### src/rtl/expr_pkg.sv
// Shared constants and state encoding for the expression-processing path.
package expr_pkg;
   localparam logic [7:0] CH_0   = 8'h30;
   localparam logic [7:0] CH_9   = 8'h39;
   localparam logic [7:0] CH_ADD = 8'h2B;
   localparam logic [7:0] CH_MUL = 8'h2A;
   localparam logic [7:0] CH_EOL = 8'h0A;

   typedef enum logic [1:0] {S_NUM, S_OP, S_ERR} state_t;
endpackage

### src/rtl/char_class.sv
// Combinational ASCII classifier shared with the upstream recognizer.
module char_class
   import expr_pkg::*;
(
   input  logic [7:0] in,
   output logic       is_digit,
   output logic       is_add,
   output logic       is_mul,
   output logic       is_eol,
   output logic [3:0] dval
);
   assign is_digit = (in >= CH_0) && (in <= CH_9);
   assign is_add   = (in == CH_ADD);
   assign is_mul   = (in == CH_MUL);
   assign is_eol   = (in == CH_EOL);
   // Low nibble of '0'..'9' is the digit value.
   assign dval     = is_digit ? in[3:0] : 4'd0;
endmodule

### src/rtl/expr_eval.sv
// Evaluates digit (op digit)* expressions with '*' binding tighter than '+',
// terminated by line-feed.
module expr_eval
   import expr_pkg::*;
#(
   parameter int W = 16
) (
   input  logic         clk,
   input  logic         clr,
   input  logic         in_valid,
   input  logic [7:0]   in,
   output logic [W-1:0] result,
   output logic         ok,
   output logic         err,
   output logic         done,
   output logic         done_ok,
   output logic [W-1:0] final_val
);
   logic       is_digit, is_add, is_mul, is_eol;
   logic [3:0] dval;

   char_class u_class (
      .in       (in),
      .is_digit (is_digit),
      .is_add   (is_add),
      .is_mul   (is_mul),
      .is_eol   (is_eol),
      .dval     (dval)
   );

   state_t       state, state_n;
   logic [W-1:0] sum, sum_n, term, term_n, fin_n;
   logic         mul_pend, mul_pend_n, err_n, done_n, done_ok_n;
   logic [W-1:0] dval_w;

   assign dval_w = {{(W-4){1'b0}}, dval};

   always_comb begin
      state_n    = state;
      sum_n      = sum;
      term_n     = term;
      mul_pend_n = mul_pend;
      err_n      = err;
      done_n     = 1'b0;
      done_ok_n  = done_ok;
      fin_n      = final_val;
      if (in_valid) begin
         if (is_eol) begin
            done_n     = 1'b1;
            done_ok_n  = (state == S_OP);
            fin_n      = sum + term;
            sum_n      = '0;
            term_n     = '0;
            mul_pend_n = 1'b0;
            err_n      = 1'b0;
            state_n    = S_NUM;
         end else begin
            case (state)
               S_NUM: begin
                  if (is_digit) begin
                     term_n     = mul_pend ? term * dval_w : dval_w;
                     mul_pend_n = 1'b0;
                     state_n    = S_OP;
                  end else begin
                     err_n   = 1'b1;
                     state_n = S_ERR;
                  end
               end
               S_OP: begin
                  if (is_add) begin
                     sum_n   = sum + term;
                     term_n  = '0;
                     state_n = S_NUM;
                  end else if (is_mul) begin
                     mul_pend_n = 1'b1;
                     state_n    = S_NUM;
                  end else begin
                     err_n   = 1'b1;
                     state_n = S_ERR;
                  end
               end
               default: ;  // S_ERR swallows everything until EOL
            endcase
         end
      end
   end

   always_ff @(posedge clk or posedge clr) begin
      if (clr) begin
         state     <= S_NUM;
         sum       <= '0;
         term      <= '0;
         mul_pend  <= 1'b0;
         result    <= '0;
         ok        <= 1'b0;
         err       <= 1'b0;
         done      <= 1'b0;
         done_ok   <= 1'b0;
         final_val <= '0;
      end else begin
         state     <= state_n;
         sum       <= sum_n;
         term      <= term_n;
         mul_pend  <= mul_pend_n;
         result    <= sum_n + term_n;
         ok        <= (state_n == S_OP) && !err_n;
         err       <= err_n;
         done      <= done_n;
         done_ok   <= done_ok_n;
         final_val <= fin_n;
      end
   end
endmodule

### config.mk
export PLATFORM = sky130hd
export DESIGN_NAME = expr_eval
export DESIGN_NICKNAME = d
export VERILOG_FILES = /design/src/rtl/expr_pkg.sv /design/src/rtl/char_class.sv /design/src/rtl/expr_eval.sv
export SDC_FILE = /design/constraint.sdc
export NUM_CORES = 1
export LEC_CHECK = 0
export CAP_MARGIN = 5
export CORE_ASPECT_RATIO = 1.2
export CORE_MARGIN = 3
export CORE_UTILIZATION = 45
export DETAILED_ROUTE_END_ITERATION = 7
export GPL_TIMING_DRIVEN = 0
export PLACE_DENSITY = 0.75
export SYNTH_ARGS = -nofsm -noshare
export SYNTH_HDL_FRONTEND = slang
export SYNTH_HIERARCHICAL = 1
export SYNTH_SLANG_ARGS = --single-unit
### constraint.sdc
create_clock -name clk -period 8.1 [get_ports clk]
set_clock_uncertainty 0.2 [all_clocks]
set_input_delay 1.62 -clock clk [delete_from_list [all_inputs] [get_ports clk]]
set_output_delay 1.62 -clock clk [all_outputs]
set_load 0.03 [all_outputs]
==> Word level (Yosys, flattened, before mapping) <==
Cells that the tools add are included.
Widths: inputs -> output; s select.
{ "word_totals": {"out_inout_bits": 36, "mem_bits_rw": 0, "memories": 0, "input_bits": 11, "register_bits": 71, "wordCells": 60, "latchBits": 0, "mem_bits_ro": 0} }
{ "op_classes": {"reduce_logical": 7, "div_mod_pow": 0, "eq_ne": 8, "n_mul": 1, "n_addsub": 2, "magnitude_cmp": 2, "mux": 30, "shift": 0, "bitwise": 0} }
{ "ops": {"columns": ["operator", "count"], "rows": [
  ["$mux 16", 9],
  ["$add 16x16->16", 2],
  ["$pmux 16 s2", 1],
  ["$eq 8x6->1 const B", 2],
  ["$mul 16x4->16", 1],
  ["$mux 1", 11],
  ["$mux 2", 5],
  ["$eq 8x4->1 const B", 1],
  ["$ge 8x6->1 const B", 1],
  ["$le 8x6->1 const B", 1],
  ["$ne 3x3->1 const B", 2],
  ["$reduce_and 5->1", 1],
  ["$eq 2x1->1 const B", 2],
  ["$mux 4", 1],
  ["$pmux 1 s2", 2],
  ["$pmux 2 s2", 1],
  ["$ne 3x2->1 const B", 1],
  ["$reduce_bool 3->1", 1],
  ["$logic_and 1x1->1", 2],
  ["$logic_not 2->1", 1],
  ["$reduce_and 2->1", 1],
  ["$logic_not 1->1", 1]
]} }

==> Logic depth before layout (Yosys ltp) <==
Gate-level depths: netlist (run 1).
{ "logic_depth": {"ltp_word": 10, "depth_mapped": 26, "mapped_depth_nobuf": 25} }

==> Hierarchy <==
Netlist (run 1), hierarchy kept.
{ "by_module_without_submodules": {"columns": ["mod", "seq_area_each_um2", "area_each_um2", "n_inst", "cells_each"], "rows": [
  ["expr_eval", 1776.7, 5766.8, 1, 630],
  ["char_class", 0.0, 106.4, 1, 14]
]} }

==> Worst setup path after synthesis (run 1) <==
Ideal clock, no wire load.
{ "synth_path": {"kind": "input to register", "from": "input in[6]", "to": "register result[15]", "slack_ns": 1.277, "setup_time_ns": 0.079, "arrival_ns": 6.543, "stages": 24, "cell_sequence": "nand4bb_1 > nor4b_2 > clkbuf_1 > nand2_1 > fa_1 > fa_1 > inv_1 > ha_1 > nor2b_1 > o21ai_1 > a21oi_1 > o21ai_1 > a21boi_1 > o21a_1 > or3_1 > a41oi_1 > o31ai_1 > ha_1 > and3_1 > a21oi_1 > o21ai_0 > o21ai_0 > xnor2_1 > xor2_1"} }
{ "synth_between": {"elab_chain_len": 10} }
{ "synth_lines": {"columns": ["item", "line_no", "source"], "rows": [
  ["start: declaration", "expr_eval.sv:11", "input logic [7:0] in,"],
  ["$ge 8x6->1 / $le 8x6->1 (equally long branches)", "char_class.sv:12", "assign is_digit = (in >= CH_0) && (in <= CH_9);"],
  ["$logic_and 1x1->1 *", "char_class.sv:12", null],
  ["$mux 4 *", "char_class.sv:17", "assign dval = is_digit ? in[3:0] : 4'd0;"],
  ["named net dval[3]", "expr_eval.sv:20", "logic [3:0] dval;"],
  ["$mul 16x4->16 *", "expr_eval.sv:61", "term_n = mul_pend ? term * dval_w : dval_w;"],
  ["$mux 16 *", "expr_eval.sv:61", null],
  ["$mux 16 *", "expr_eval.sv:60", "if (is_digit) begin"],
  ["$pmux 16 s2 *", "expr_eval.sv:58", "case (state)"],
  ["$mux 16 *", "expr_eval.sv:48", "if (is_eol) begin"],
  ["$mux 16 *", "expr_eval.sv:47", "if (in_valid) begin"],
  ["named net term_n[10]", "expr_eval.sv:32", "logic [W-1:0] sum, sum_n, term, term_n, fin_n;"],
  ["$add 16x16->16 *", "expr_eval.sv:105", "result <= sum_n + term_n;"],
  ["end signal: assignment", "expr_eval.sv:105", null],
  ["end: declaration", "expr_eval.sv:12", "output logic [W-1:0] result,"]
]} }
The timed path passes the listed nets; every way through them passes the cells marked *.
A chain may end at the register's enable or synchronous reset.

==> Worst setup path after layout (run 1) <==
{ "layout_path": {"from": "input in[4]", "to": "register result[15]"} }
Same word-level chain as after synthesis.

==> results of run 1 <==
## area by class of cell
type / count / share of cell area [%]
buffer: 17 / 0.958
clock buffer: 10 / 3.45
clock inverter: 6 / 0.651
inverter: 66 / 3.62
multi-input combinational: 490 / 55.7
sequential: 71 / 25.7
tap: 164 / 2.97
timing repair buffer: 49 / 6.98
## placed cells by master (no fill, tap or decap), drive strengths merged, types with 3 or more instances in the layout
| master | netlist | final |
|---|---|---|
| a31oi | 5 | 5 |
| clkbuf | 17 | 27 |
| mux2 | 13 | 13 |
| nor2 | 42 | 42 |
| nor3b | 5 | 5 |
| o21bai | 6 | 6 |
| o2bb2ai | 19 | 19 |
| inv | 66 | 67 |
| nand2b | 4 | 4 |
| buf | 0 | 3 |
| a211oi | 3 | 3 |
| xnor2 | 30 | 30 |
| nand3 | 13 | 13 |
| a21boi | 5 | 5 |
| o31ai | 6 | 6 |
| clkinvlp | 0 | 3 |
| clkdlybuf4s50 | 0 | 46 |
| nand2 | 63 | 63 |
| nor2b | 8 | 8 |
| xor2 | 9 | 9 |
| nor4 | 8 | 8 |
| and2 | 39 | 39 |
| fa | 27 | 27 |
| a22oi | 17 | 17 |
| o21ai | 28 | 28 |
| o21a | 6 | 6 |
| dfrtp | 71 | 71 |
| nor3 | 13 | 13 |
| a21o | 5 | 5 |
| ha | 46 | 46 |
| or3 | 4 | 4 |
| a21oi | 32 | 32 |
| and3 | 9 | 9 |
## worst max-delay path, delay by kind of cell
family | cells | cell delay, ns
adder cells (fa/ha/maj) | 4 | 1.88
AO/OA/AOI/OAI | 11 | 1.95
buffers and inverters | 2 | 0.94
AND/OR/NAND/NOR | 5 | 1.02
XOR/XNOR | 2 | 0.35
## metal layers
metal  vias up  part of all wire [%]
met2       133                    51
met4         0                   3.0
met1      2433                    43
met5         -                     0
met3        27                   3.3
li1       2372                     -
## stage by stage
step / power (mW) / worst slack, ns / util (%) / instances
after detailed placement: 0.725 / -0.640 / 51.4 / 854
after global routing: 1.14 / 0.00215 / 54.4 / 873
after floorplan: 0.627 / 1.28 / - / 644
after CTS: 1.10 / 0.0710 / 54.1 / 873
final: 1.09 / 0.373 / 54.4 / 873
after global placement: 0.716 / -0.478 / 51.4 / 854
## sequential cells by signal, indices dropped and copies added, names as in the netlist
| signal | cells |
|---|---|
| term | 16 |
| err | 1 |
| mul_pend | 1 |
| ok | 1 |
| done_ok | 1 |
| done | 1 |
| sum | 16 |
| final_val | 16 |
| state | 2 |
| result | 16 |
## logic make-up after synthesis
kind of cell / synth area share (%)
and+or+nand+nor: 18.4
AOI/OAI and AO/OA: 18.6
buffers and inverters: 5.30
adders and majority gates: 19.0
DFF: 30.3
xor gates and xnor gates: 5.94
muxes: 2.49
## power groups by stage
stage	logic [mW]	clock network, mW	registers [mW]
6_report	0.312	0.369	0.412
5_1_grt	0.340	0.388	0.416
4_1_cts	0.312	0.374	0.412
3_5_place_dp	0.307	0	0.418
3_3_place_gp	0.299	0	0.417
2_1_floorplan	0.179	0	0.448
## worst paths after layout
kind	from	end	slack (ns)	depth (start not counted)
max	in[4]	result[15]	0.37	24
min	final_val[2]	final_val[2]	0.28	2
max reg2reg	term[1]	result[15]	2.39	22
min reg2reg	final_val[2]	final_val[2]	0.28	2
max in group asynchronous	clr	sum[13]	5.50	2
min in group asynchronous	clr	term[2]	1.63	2
## what timing repair did
item | CTS | global route
pin swaps | 3 | 0
endpoints found under the hold margin | 0 | 0
setup endpoints to repair | 3 | 3
resized for setup | 7 | 9
setup buffers | 3 | 0
==> results.yml, run 1 <==
yosys:
  synth_cell_type_count: 62
  syn_nets: 728
  synth_flop_cell: "dfrtp_1"
  yosysTopAreaCell: "dfrtp_1"
  synth_edf_count: 0
  synth_area_leaders: "dfrtp_1 (30%), ha_1 (9.8%), fa_1 (9.2%)"
  synth_top_area_share_pct: 30.3
  async_reset_ff_share_pct: 100
  yosysWarnings: 6
  synth_most_common_cell: "dfrtp_1"
  syn_area_um2: 5870
  avgSynthCellArea_um2: 9.12
  syn_inst: 644
  synth_seq_cells: 71
  yosysSeqAreaShare_pct: 30.3
  synth_common_cells: "dfrtp_1 (71), inv_1 (65), nand2_1 (63)"
cts:
  clk_pin_slew_ns: 0.06
  clock_path_buffers: 2
  clk_latency_ns: 0.33
  hold_buffers: 0
  htreeDepth: 3
  cts_buffers: 9
  tritoncts: "yes"
  cts.sinks: 71
  cts_root_buffer: "clkbuf_16"
critical_path:
  crit_fanout: 10
  cpMaxStageDelayCell: "clkdlybuf4s50_1"
  crit_type: "input port to register"
  cpPeakStageDelay_ns: 0.59
  worstPathCellList: "clkdlybuf4s50_1, nand4bb_4, nor3b_4, clkbuf_1, nand2_1, fa_1, fa_1, fa_1, nor2b_1, o21ai_1, a21oi_1, o21ai_1, a21boi_1, o21a_1, o21ai_0, a41oi_1, o31ai_2, ha_1, and3_1, a21oi_1, o21ai_0, o21ai_1, xnor2_1, xor2_1"
  start_kind: "input port"
  worstPathArrival_ns: 7.78
  worstPathRequired_ns: 8.16
  worst_setup_path_end_kind: "register"
sta:
  drv_slew: 0
  period_share_pct: 95.4
  min_period_ns: 7.73
  maxSlewHeadroom_pct: 41.7
  rsz0062_at_grt: "false"
  max_freq_mhz: 129
  tightestPinTransition_ns: 0.875
  setup_tns_ns: 0
  finalHoldViolations: 0
  hold_ws_ns: 0.284
  setup_viol: 0
power:
  pwr-share-clk_pct: 33.7
  powerDensity_nw_per_um2: 158
  combinationalPowerShare_pct: 28.5
  leakage_nw: 3.14
  p_seq_share_pct: 37.7
  switchingPower_mw: 0.358
  p_int_mw: 0.734
  netSwitchingFraction_pct: 32.8
  ir_drop_v: 0.000130
cells_and_area:
  seq_area_um2: 1780
  finalNetCount: 788
  fin_area_um2: 6920
  diodes: 0
  multi_input_area_um2: 3850
  drive_above_1_share_pct: 7.90
  area.growth.synth_to_final_pct: 17.8
  fillers: 1161
grt:
  use_met3_pct: 3.34
  met1_usage_pct: 26.9
  gr-usage-met2_pct: 36.9
  antenna_found_initial: 0
  globalRoute.busiestLayer: "met2"
  grt_pass1_vias: 5156
  grt_max_degree: 72
  grt_usage_pct: 21.7
  grt_pass1_wl_mm: 24.9
  grt_overflow_total: 0
placed_design:
  dpl.hpwl_mm: 11.6
  dpl_cell_area_um2: 6540
  gp_congestion: 0.935
  port_buffers: 46
floorplanning:
  die-area_um2: 14500
  start_util_pct: 46.2
  dieWidth_um: 110
  core_area_um2: 12700
  die_h_um: 131
  fp-row-count: 45
  io_pins: 47
routing:
  post_drt_wl_per_cell_um: 17.2
  drt_iter0_drc: 214
  ant_nets: 0
  dr.pass1.iters: 5
  routed_wirelength_mm: 15.0
  avgViaCountPerCell: 5.69
  vias: 4965
  drc: 0
worst_hold_path:
  hold_path_class: "register to register"
outcome:
  outcome: "finished clean"
job:
  max-cap-violations: 0
Note: power is estimated with default switching activity, not from simulation.
==> inputs of run 2 (changes only) <==
CORE_UTILIZATION = 55   (was 45)
GPL_TIMING_DRIVEN = not set   (was 0)
PLACE_DENSITY = 0.87   (was 0.75)
==> run 2 against run 1 <==
Net effect: via count about the same; count of clock-buffer cells in the layout fell by 1; combinational power decreased by 2%; sequential power about the same; largest cell class unchanged; largest power group unchanged.
==> results.yml, run 2 (synthesis gave the netlist of run 1 again) <==
grt:
  grt_pass1_wl_mm: 25.2
  grt_max_degree: 72
  grt_overflow_total: 0
  met1_usage_pct: 32.2
  gr-usage-met2_pct: 44.3
  use_met3_pct: 4.98
  antenna_found_initial: 0
  grt_usage_pct: 26.2
  globalRoute.busiestLayer: "met2"
  grt_pass1_vias: 5309
cts:
  ctsResizeCount: 0
  cts.sinks: 71
  hold_buffers: 0
  tritoncts: "yes"
  cts_setup_buffers: 0
  cts_root_buffer: "clkbuf_16"
  cts_buffers: 9
  clk_pin_slew_ns: 0.06
  clk_latency_ns: 0.34
  clock_path_buffers: 2
  htreeDepth: 3
sta:
  period_share_pct: 93.6
  max_freq_mhz: 132
  worst_slack_ns: 0.518
  setup_viol: 0
  setup_tns_ns: 0
  rsz0062_at_grt: "false"
  finalHoldViolations: 0
  drv_slew: 0
  maxSlewHeadroom_pct: 40.6
  min_period_ns: 7.58
  tightestPinTransition_ns: 0.892
routing:
  vias: 4968
  routed_wirelength_mm: 14.5
  drc: 0
  avgViaCountPerCell: 6.04
  post_drt_wl_per_cell_um: 17.6
  dr.pass1.iters: 5
  drt_iter0_drc: 446
  ant_nets: 0
critical_path:
  worstPathRequired_ns: 8.06
  worstPathArrival_ns: 7.54
  start_kind: "input port"
  worstPathCellList: "clkdlybuf4s50_1, nand4bb_1, nor4b_2, buf_4, and2_1, fa_1, inv_1, fa_1, inv_1, ha_1, nor2b_1, o21ai_1, a21oi_1, o21ai_1, a21boi_1, o2111a_1, or3_1, and3_1, o31ai_1, ha_1, mux2_2, a311oi_1, o311ai_0"
  crit_type: "input port to register"
  cpPeakStageDelay_ns: 0.55
  r2r_cells: 19
  cpMaxStageDelayCell: "clkdlybuf4s50_1"
  crit_fanout: 13
  worst_setup_path_end_kind: "register"
cells_and_area:
  diodes: 0
  drive_above_1_share_pct: 7.89
  finalNetCount: 777
  final_cell_mix: "dfrtp_1 (71), inv_1 (64), nand2_1 (63)"
  stdcell_count: 823
  fillers: 796
  layout_commonest_cell: "dfrtp_1"
  fin_area_um2: 6820
  area.growth.synth_to_final_pct: 16.1
outcome:
  outcome: "finished clean"
power:
  p_total_mw: 1.13
  ir_drop_v: 0.000198
  leakage_nw: 3.14
  powerDensity_nw_per_um2: 166
floorplanning:
  die_h_um: 119
  start_util_pct: 57.5
  core_area_um2: 10200
  dieWidth_um: 100
  fp-row-count: 40
  die-area_um2: 12000
  io_pins: 47
placed_design:
  dpl.hpwl_mm: 11.1
  gp_congestion: 0.886
  placed_cells: 808
  dpl_cell_area_um2: 6500
  pre_cts_slack_ns: 0.297
  port_buffers: 46
job:
  max-cap-violations: 0
worst_hold_path:
  hold_path_class: "register to register"
  worstHoldPathCells: 2
[run 2: changes by cell type in the layout (fill, tap and decap cells not counted), moves of 2 or more]
| cell | before | now |
|---|---|---|
| buf_4 | 3 | 9 |
| bufinv_16 | 0 | 2 |
| clkbuf_1 | 15 | 0 |
| clkbuf_2 | 2 | 0 |
| clkinvlp_4 | 3 | 1 |
| nor3b_1 | 2 | 4 |
| nor3b_4 | 3 | 0 |
[run 2: layout make-up]
type	instances	area, um2	area share [%]
Inverter	66	248	3.63
Tap cell	126	158	2.31
Multi-Input combinational cell	490	3800	55.7
Timing Repair Buffer	55	528	7.74
Clock inverter	6	86.3	1.27
Clock buffer	9	225	3.30
Sequential cell	71	1780	26.1
[run 2: power breakdown]
group | internal, mW | total, mW | switching, mW
clock network | 0.267 | 0.413 | 0.147
registers | 0.387 | 0.414 | 0.0269
logic | 0.130 | 0.305 | 0.175
total | 0.784 | 1.13 | 0.348
[run 2: path summary, 6_finish.rpt]
kind                                     from            end  slack (ns)
worst max-delay path                    in[4]     result[14]        0.52
worst min-delay path            final_val[12]  final_val[12]        0.28
worst max register to register        term[1]     result[14]        2.40
worst min register to register  final_val[12]  final_val[12]        0.28
max in group asynchronous                 clr     result[12]        5.44
min in group asynchronous                 clr   final_val[3]        1.67
[run 2: routing by layer]
layer  up-vias  part of all wire (%)
met4         0                   3.6
met1      2409                    40
met2       181                    51
met3        42                   6.0
met5         -                     0
li1       2336                     -
[run 2: metrics by stage]
stage | hold slack, ns | util, %
finish | 0.281 | 66.8
global route | 0.302 | 66.8
CTS | 0.282 | 66.7
detailed placement | 0.270 | 63.7
global placement | 0.266 | 63.7
floorplan | 0.314 | -
[run 2: critical path, delay by kind of cell]
kind,cells,cell delay (ns)
mux,1,0.29
simple gates,6,1.52
buf+inv,4,0.96
fa+ha+maj,4,1.43
compound gates,8,1.72
